`src/rtl/mem_stage.sv`:
```
// mem_stage: pipeline MEM stage plus MEM/WB register.
//  Issues data-memory loads/stores over a req/ready handshake, stalls the pipe while an access is
//  outstanding, aborts after TIMEOUT_CYC cycles without mem_ready, and registers write-back operands.
//  Optional feature macro: MEM_MISALIGN_TRAP_EN (word access with addr[1:0]!=0 traps instead of
//  issuing a request).
// Ports:
//  clk, rst_b                     clock, asynchronous active-low reset
//  mem_write_en .. rd_num         EX/MEM register outputs (control, address/ALU value, store data)
//  mem_addr/wdata/we/size/req     data-memory request (combinational, held for the whole access)
//  mem_ready, mem_rdata           data-memory completion and read data
//  stall                          freeze upstream pipe registers this cycle
//  mem_err                        one-cycle pulse on timeout or misalign trap
//  wb_*                           MEM/WB register outputs
module mem_stage #(
  parameter int unsigned TIMEOUT_CYC = 64,
  parameter int unsigned CNT_W       = 7
) (
  input  logic            clk,
  input  logic            rst_b,
  input  logic            mem_write_en,
  input  logic            mem_to_reg,
  input  logic            reg_write,
  input  logic            is_mem_inst,
  input  logic            is_word,
  input  logic            halted,
  input  logic [31:0]     alu_result,
  input  logic [3:0][7:0] read_data_2,
  input  logic [4:0]      rd_num,
  output logic [31:0]     mem_addr,
  output logic [3:0][7:0] mem_wdata,
  output logic            mem_we,
  output logic            mem_size,
  output logic            mem_req,
  input  logic            mem_ready,
  input  logic [3:0][7:0] mem_rdata,
  output logic            stall,
  output logic            mem_err,
  output logic            wb_reg_write,
  output logic            wb_mem_to_reg,
  output logic [4:0]      wb_rd_num,
  output logic [31:0]     wb_alu_result,
  output logic [31:0]     wb_load_data,
  output logic            wb_halted
);

  localparam int unsigned LANE_W = 8;
  localparam logic [CNT_W-1:0] CNT_LAST = CNT_W'(TIMEOUT_CYC - 1);
  localparam logic [CNT_W-1:0] CNT_MAX  = {CNT_W{1'b1}};

  typedef enum logic [1:0] {ST_IDLE, ST_ACCESS, ST_DONE} state_e;

  state_e           state_q, state_d;
  logic [CNT_W-1:0] cnt_q, cnt_d;
  logic [31:0]      addr_q, addr_d;
  logic [3:0][7:0]  wdata_q, wdata_d;
  logic [3:0][7:0]  rdata_q, rdata_d;
  logic             we_q, we_d;
  logic             size_q, size_d;
  logic             tout_q, tout_d;
  logic             reg_write_q, reg_write_d;
  logic             mem_to_reg_q, mem_to_reg_d;
  logic [4:0]       rd_q, rd_d;

  logic             wb_reg_write_q, wb_reg_write_d;
  logic             wb_mem_to_reg_q, wb_mem_to_reg_d;
  logic [4:0]       wb_rd_num_q, wb_rd_num_d;
  logic [31:0]      wb_alu_result_q, wb_alu_result_d;
  logic [31:0]      wb_load_data_q, wb_load_data_d;
  logic             wb_halted_q, wb_halted_d;

  logic             req_c, stall_c, err_c, misalign_c;
  logic [3:0][7:0]  wdata_in_c;
  logic [LANE_W-1:0] byte_c;
  logic [31:0]      load_c;

  // Store data: word passes through, byte is steered to its address lane
  always_comb begin
    wdata_in_c = '0;
    if (is_word) begin
      wdata_in_c = read_data_2;
    end else begin
      wdata_in_c[alu_result[1:0]] = read_data_2[0];
    end
  end

  // Misaligned word access detection (only acted upon when the trap is built in)
  always_comb begin
`ifdef MEM_MISALIGN_TRAP_EN
    misalign_c = is_word && (alu_result[1:0] != 2'b00);
`else
    misalign_c = 1'b0;
`endif
  end

  // Load data formatting from the captured read data
  always_comb begin
    byte_c = rdata_q[addr_q[1:0]];
    if (size_q) begin
      load_c = rdata_q;
    end else begin
      load_c = {{24{byte_c[LANE_W-1]}}, byte_c};
    end
  end

  // Next-state, access latching and MEM/WB load
  always_comb begin
    state_d         = state_q;
    cnt_d           = cnt_q;
    addr_d          = addr_q;
    wdata_d         = wdata_q;
    rdata_d         = rdata_q;
    we_d            = we_q;
    size_d          = size_q;
    tout_d          = tout_q;
    reg_write_d     = reg_write_q;
    mem_to_reg_d    = mem_to_reg_q;
    rd_d            = rd_q;
    wb_reg_write_d  = wb_reg_write_q;
    wb_mem_to_reg_d = wb_mem_to_reg_q;
    wb_rd_num_d     = wb_rd_num_q;
    wb_alu_result_d = wb_alu_result_q;
    wb_load_data_d  = wb_load_data_q;
    wb_halted_d     = wb_halted_q;
    req_c           = 1'b0;
    stall_c         = 1'b0;
    err_c           = 1'b0;

    case (state_q)
      ST_IDLE: begin
        if (is_mem_inst && !halted && misalign_c) begin
          // Trap: no request, halt the core through WB
          err_c           = 1'b1;
          wb_reg_write_d  = 1'b0;
          wb_mem_to_reg_d = mem_to_reg;
          wb_rd_num_d     = rd_num;
          wb_alu_result_d = alu_result;
          wb_load_data_d  = '0;
          wb_halted_d     = 1'b1;
        end else if (is_mem_inst && !halted) begin
          req_c        = 1'b1;
          stall_c      = 1'b1;
          addr_d       = alu_result;
          wdata_d      = wdata_in_c;
          we_d         = mem_write_en;
          size_d       = is_word;
          reg_write_d  = reg_write;
          mem_to_reg_d = mem_to_reg;
          rd_d         = rd_num;
          rdata_d      = '0;
          tout_d       = 1'b0;
          cnt_d        = '0;
          state_d      = ST_ACCESS;
        end else begin
          wb_reg_write_d  = reg_write;
          wb_mem_to_reg_d = mem_to_reg;
          wb_rd_num_d     = rd_num;
          wb_alu_result_d = alu_result;
          wb_load_data_d  = '0;
          wb_halted_d     = halted;
        end
      end

      ST_ACCESS: begin
        req_c   = 1'b1;
        stall_c = 1'b1;
        cnt_d   = (cnt_q == CNT_MAX) ? cnt_q : cnt_q + CNT_W'(1);
        // Ready takes priority over a same-cycle timeout
        if (mem_ready) begin
          rdata_d = mem_rdata;
          state_d = ST_DONE;
        end else if (cnt_q == CNT_LAST) begin
          err_c   = 1'b1;
          tout_d  = 1'b1;
          state_d = ST_DONE;
        end
      end

      ST_DONE: begin
        wb_reg_write_d  = reg_write_q && !we_q && !tout_q;
        wb_mem_to_reg_d = mem_to_reg_q;
        wb_rd_num_d     = rd_q;
        wb_alu_result_d = addr_q;
        wb_load_data_d  = (we_q || tout_q) ? 32'h0 : load_c;
        wb_halted_d     = 1'b0;
        state_d         = ST_IDLE;
      end

      default: begin
        state_d = ST_IDLE;
      end
    endcase
  end

  // State and datapath registers
  always_ff @(posedge clk or negedge rst_b) begin
    if (!rst_b) begin
      state_q         <= ST_IDLE;
      cnt_q           <= '0;
      addr_q          <= '0;
      wdata_q         <= '0;
      rdata_q         <= '0;
      we_q            <= 1'b0;
      size_q          <= 1'b0;
      tout_q          <= 1'b0;
      reg_write_q     <= 1'b0;
      mem_to_reg_q    <= 1'b0;
      rd_q            <= '0;
      wb_reg_write_q  <= 1'b0;
      wb_mem_to_reg_q <= 1'b0;
      wb_rd_num_q     <= '0;
      wb_alu_result_q <= '0;
      wb_load_data_q  <= '0;
      wb_halted_q     <= 1'b0;
    end else begin
      state_q         <= state_d;
      cnt_q           <= cnt_d;
      addr_q          <= addr_d;
      wdata_q         <= wdata_d;
      rdata_q         <= rdata_d;
      we_q            <= we_d;
      size_q          <= size_d;
      tout_q          <= tout_d;
      reg_write_q     <= reg_write_d;
      mem_to_reg_q    <= mem_to_reg_d;
      rd_q            <= rd_d;
      wb_reg_write_q  <= wb_reg_write_d;
      wb_mem_to_reg_q <= wb_mem_to_reg_d;
      wb_rd_num_q     <= wb_rd_num_d;
      wb_alu_result_q <= wb_alu_result_d;
      wb_load_data_q  <= wb_load_data_d;
      wb_halted_q     <= wb_halted_d;
    end
  end

  // Handshake outputs are combinational; reset kills them immediately
  assign mem_req   = req_c && rst_b;
  assign stall     = stall_c && rst_b;
  assign mem_err   = err_c && rst_b;
  // In IDLE the request is issued straight from the inputs; afterwards from the latched copy
  assign mem_addr  = !mem_req ? 32'h0 : (state_q == ST_IDLE) ? alu_result : addr_q;
  assign mem_wdata = !mem_req ? '0 : (state_q == ST_IDLE) ? wdata_in_c : wdata_q;
  assign mem_we    = mem_req && ((state_q == ST_IDLE) ? mem_write_en : we_q);
  assign mem_size  = mem_req && ((state_q == ST_IDLE) ? is_word : size_q);

  assign wb_reg_write  = wb_reg_write_q;
  assign wb_mem_to_reg = wb_mem_to_reg_q;
  assign wb_rd_num     = wb_rd_num_q;
  assign wb_alu_result = wb_alu_result_q;
  assign wb_load_data  = wb_load_data_q;
  assign wb_halted     = wb_halted_q;

endmodule

```
`config.mk`:
```
export PLATFORM = sky130hd
export DESIGN_NAME = mem_stage
export DESIGN_NICKNAME = d
export VERILOG_FILES = /design/src/rtl/mem_stage.sv
export SDC_FILE = /design/constraint.sdc
export NUM_CORES = 1
export LEC_CHECK = 0
export BUFFER_PORTS_ARGS = -buffer_cell sky130_fd_sc_hd__clkbuf_2
export CAP_MARGIN = 20
export CORE_UTILIZATION = 45
export CTS_CLUSTER_DIAMETER = 30
export DETAILED_ROUTE_END_ITERATION = 10
export PLACE_DENSITY_LB_ADDON = 0.1
export SYNTH_ARGS = -nofsm -noshare
export SYNTH_HDL_FRONTEND = slang
export SYNTH_SLANG_ARGS = --single-unit
```
`constraint.sdc`:
```
create_clock -name clk -period 2.44 [get_ports clk]
set_input_delay 0.488 -clock clk [delete_from_list [all_inputs] [get_ports clk]]
set_output_delay 0.488 -clock clk [all_outputs]
set_load 0.02 [all_outputs]
```
======== Word-level counts from Yosys, hierarchy flattened ========
Cells that the tools add are included.
word-level totals
  input bits .............................. 110
  output and inout port bits .............. 141
  register bits after elaboration ......... 187
  logic and storage cells ................. 104
operators by class
  order comparisons ....................... 3
  multiplexer cells ....................... 44
  equal/unequal tests ..................... 11
  add/subtract/negate cells ............... 1
  bitwise operators ....................... 1
  reductions and logical operators ........ 21
operators with widths
  kind                   count
  $mux W32               11
  $pmux W32 S2           3
  $and A32 B32 Y32       1
  $bmux W8 S2            1
  $demux W8 S2           1
  $mux W8                2
  $mux W7                2
  $pmux W7 S2            1
  $mux W1                12
  $ne A2 B2 Y1 const B   6
  $pmux W1 S2            5
  $pmux W5 S2            1
  $logic_and A1 B1 Y1    8
  $add A7 B1 Y7 const B  1
  $eq A7 B6 Y1 const B   1
  $eq A7 B7 Y1 const B   1
  $lt A2 B3 Y1 const B   2
  $mux W2                3
  $reduce_and A2 Y1      3
  $reduce_and A3 Y1      2
  $mux W5                1
  $pmux W2 S2            1
  $reduce_and A4 Y1      1
  $reduce_bool A2 Y1     2
  other kinds (7)        9

======== Depth between registers and ports, before layout ========
  depth after elaboration ................. 8
  mapped depth ............................ 8
  mapped depth without buffers ............ 5

======== Least setup slack after synthesis ========
No wires, ideal clock.
  kind .................................... input to output
  start point ............................. in halted
  end point ............................... out mem_wdata[14] (netlist name)
  buffers on the path ..................... 1
  required time ........................... 1,952 ps
  slack ................................... 153 ps
  arrival ................................. 1,799 ps
  stages on the path ...................... 5
  cells stage by stage .................... nand2b_1 > a21oi_1 > nand2_1 > clkbuf_1 > a211oi_1
RTL lines
  what                RTL line  text
  start: declaration  25        input logic halted,
  end: declaration    30        output logic [3:0][7:0] mem_wdata,

==> impl_metrics.json <==
{
  "status": "finished, violations left",
  "violations": "negative setup slack",
  "cp.depth": 6,
  "critPathBufInv": 4,
  "cp_max_fo": 17,
  "cts_tree": "built",
  "path_clk_slew_ns": 0.07,
  "maxSlewHeadroom_pct": 65.1,
  "synth_xor_area_share_pct": 0,
  "cp.arrival_ns": 1.96,
  "grtUsageMet1_pct": 37.1,
  "worstSkewPairLatency_ns": 0.43,
  "die_h_um": 143,
  "synth_compound_area_share_pct": 17.5,
  "fin_tns_setup_ns": -0.00592,
  "wl_um": 25900,
  "synth_top_family_by_area": "simple AND/OR/NAND/NOR gates",
  "setup_viol": 1,
  "required_ns": 1.95,
  "hold_class": "input port to asynchronous set/reset pin",
  "whs_ns": 0.183,
  "cp-startpoint": "state_q[1]",
  "combPwrFrac_pct": 27.6,
  "initial_core_util_pct": 46.1,
  "p_seq_share_pct": 43.1,
  "wl_per_cell_um": 16.9,
  "syn_area_per_cell_um2": 8.77,
  "grt_pass1_wl_um": 39600,
  "io_buffers": 250,
  "internal_power_mw": 6.15,
  "ioPinCount": 251,
  "synth_cells": 1027,
  "layout_min_cycle_time_ns": 2.45,
  "die-area_um2": 20600,
  "drive_above_1_share_pct": 28.6,
  "setup_slack_ns": -0.00592,
  "yosysSeqAreaShare_pct": 52.0,
  "crit_slowest_cell": "dfrtp_2",
  "grt_setup_unrepaired": "yes",
  "clock-sinks": 187,
  "p_leak_nw": 5.71,
  "grt_pass1_vias": 7386,
  "design_area_um2": 11600,
  "num_rows": 51,
  "synth_simple_gate_area_share_pct": 20.3,
  "timing.final.hold_violations": 0,
  "dp_hpwl_um": 17000,
  "numCtsBuffers": 17,
  "ant_nets": 0,
  "crit_path_cell_trace": "nor2_4 -> buf_12 -> buf_4 -> clkbuf_16 -> a211oi_1 -> buf_2",
  "power_density_nw_per_um2": 817,
  "gp_congestion": 0.798,
  "synth.net_count": 1138,
  "p_clk_share_pct": 29.3,
  "drc": 0,
  "vdd_ir_drop_max_uv": 556,
  "grt_use_total_pct": 25.1,
  "via_count": 8132,
  "fillers": 1835,
  "cts-root-buf": "clkbuf_16",
  "worstSetupStartpointType": "register",
  "drv_slew": 0,
  "worstRegToRegCells": 9,
  "grt_max_degree": 112,
  "switchingPower_mw": 3.30,
  "yosysWarnings": 0,
  "yosys.cell_types.count": 48,
  "crit_type": "register to primary output",
  "clockBufferDepth": 2,
  "cp-end-kind": "primary output",
  "h-tree-depth": 4,
  "dpl-instance-area_um2": 10600,
  "busiest_layer": "met2",
  "coreArea_um2": 19500,
  "reg2reg_setup_slack_ns": 0.35,
  "grt_use_met3_pct": 4.17,
  "grt_overflow": 0,
  "areaGrowthSynthToFinish_pct": 28.5,
  "fmax_mhz": 409,
  "antenna_cells": 0,
  "synth_seq_cells": 187,
  "drtPass1Iterations": 6,
  "r2r-end": "wdata_q[12]",
  "worst_pin_slew_ns": 0.524,
  "finalCritPeriodShare_pct": 100,
  "power.share.switching_pct": 35.0,
  "use_met2_pct": 37.1,
  "slowest_delay_ns": 0.49,
  "synth_fa_ha_area_share_pct": 0.139,
  "synth_edf_count": 0,
  "via_per_inst": 5.29,
  "nNetsFinal": 1370,
  "syn_area_um2": 9000,
  "ys_async_sr_fraction_pct": 100,
  "finish.utilization_pct": 59.2,
  "fin_worst_skew_ns": 0.0101,
  "power.total_mw": 9.45,
  "fp.dieW_um": 143,
  "ys.flop_type": "dfrtp_1",
  "drtIter0Drc": 475,
  "reg2reg_from": "state_q[0]",
  "maxCapViolCount": 0,
  "synthMuxAreaShare_pct": 5.04,
  "antenna_found_initial": 0,
  "crit_family": "buffers and inverters",
  "worstSetupEndpoint": "mem_wdata[25]"
}
-- logic make-up (layout without fill, tap and decap cells) --
family | count (synthesis) | in the layout
buf+inv | 97 | 342
fa+ha+maj | 1 | 1
compound gates | 252 | 252
mux | 44 | 44
flops | 187 | 187
simple gates | 446 | 446
-- final cells by class --
class,count,area [um2],share of cell area [%]
Sequential cell,187,4680,40.5
Timing Repair Buffer,298,1930,16.7
Tap cell,265,332,2.87
Clock inverter,12,131,1.14
Multi-Input combinational cell,743,3990,34.5
Clock buffer,20,457,3.95
Inverter,12,45.0,0.389
-- worst reg2reg max path: stages, from the launching register on --
cell and delay (ns):
dfrtp_2 0.44, buf_12 0.14, nor2_4 0.18, buf_12 0.16, buf_4 0.13, clkbuf_16 0.18
nand2_4 0.20, buf_12 0.27, nand2_1 0.17, o21ai_0 0.10
-- layout by cell type (no fill, tap or decap), types with 3 or more instances in the layout --
cell | netlist | routed
buf_2 | 37 | 22
clkbuf_8 | 0 | 3
buf_4 | 7 | 58
a22oi_1 | 25 | 25
clkbuf_2 | 0 | 197
inv_8 | 0 | 3
clkbuf_16 | 0 | 19
inv_1 | 12 | 11
a21oi_2 | 0 | 4
nand3_1 | 19 | 18
clkinv_4 | 0 | 4
o22ai_1 | 5 | 5
nor2_1 | 32 | 29
nand2b_1 | 5 | 4
o21ai_1 | 32 | 32
a311oi_1 | 5 | 5
a211oi_1 | 24 | 16
a211oi_2 | 0 | 8
o21ai_0 | 77 | 76
nand2_1 | 359 | 357
and2_1 | 4 | 3
mux2i_1 | 42 | 42
nor2b_1 | 12 | 11
a21oi_1 | 47 | 43
a221o_1 | 25 | 25
dfrtp_1 | 187 | 185
buf_12 | 0 | 12
-- worst min path at each step --
stage / slack [ns] / cells past startpoint / start / end
2_1_floorplan: 0.19 / 0 / rst_b / addr_q[0]
3_3_place_gp: 0.46 / 2 / rd_q[1] / rd_q[1]
3_5_place_dp: 0.47 / 2 / rd_q[2] / rd_q[2]
4_1_cts: 0.21 / 2 / rst_b / addr_q[8]
5_1_grt: 0.23 / 2 / rst_b / addr_q[6]
6_report: 0.18 / 2 / rst_b / addr_q[6]
-- routing by layer --
metal,vias up,routed length [um]
li1,3963,-
met1,3865,12200
met2,266,11800
met3,38,1330
met4,0,573
met5,-,0
-- cells in the mapped netlist (2+ instances only) --
| cell type | instances | area share, % |
|---|---|---|
| a311oi_1 | 5 | 0.49 |
| a211oi_1 | 24 | 2.0 |
| nand2b_1 | 5 | 0.35 |
| inv_1 | 12 | 0.50 |
| o22ai_1 | 5 | 0.35 |
| o21a_1 | 2 | 0.17 |
| a22o_1 | 2 | 0.19 |
| buf_2 | 37 | 2.1 |
| nor2b_1 | 12 | 0.83 |
| a22oi_1 | 25 | 2.1 |
| nand3_1 | 19 | 1.1 |
| and2_1 | 4 | 0.28 |
| or2_2 | 2 | 0.14 |
| o21ai_1 | 32 | 1.8 |
| dfrtp_1 | 187 | 52 |
| buf_1 | 8 | 0.33 |
| buf_6 | 3 | 0.38 |
| clkbuf_1 | 30 | 1.3 |
| nand2_1 | 359 | 15 |
| a21oi_1 | 47 | 2.6 |
| mux2i_1 | 42 | 4.7 |
| o21ai_0 | 77 | 4.3 |
| buf_4 | 7 | 0.58 |
| nor2_1 | 32 | 1.3 |
| a221o_1 | 25 | 2.8 |
| o31ai_1 | 2 | 0.17 |
-- per-stage QoR --
| stage | instances | setup slack (ns) |
|---|---|---|
| 3_5_place_dp | 1490 | 0.116 |
| 6_report | 1537 | -0.00592 |
| 4_1_cts | 1531 | -0.0208 |
| 2_1_floorplan | 1027 | 0.153 |
| 3_3_place_gp | 1490 | 0.163 |
| 5_1_grt | 1537 | -0.0606 |
-- power by group through the flow --
stage | sequential [mW] | clock (mW) | combinational, mW
5_1_grt | 4.14 | 2.94 | 2.89
6_report | 4.07 | 2.77 | 2.61
3_3_place_gp | 4.10 | 0 | 2.38
4_1_cts | 4.07 | 2.83 | 2.53
2_1_floorplan | 4.23 | 0 | 1.37
3_5_place_dp | 4.13 | 0 | 2.41
-- repair_timing --
| item | CTS | global route |
|---|---|---|
| pin swaps | 2 | 12 |
| gates cloned | 2 | 2 |
| gates resized for setup | 14 | 92 |
| hold buffers | 0 | 0 |
| setup endpoints to repair | 69 | 57 |
| setup buffers | 7 | 3 |
No activity file was read; power rests on OpenSTA's default activity.
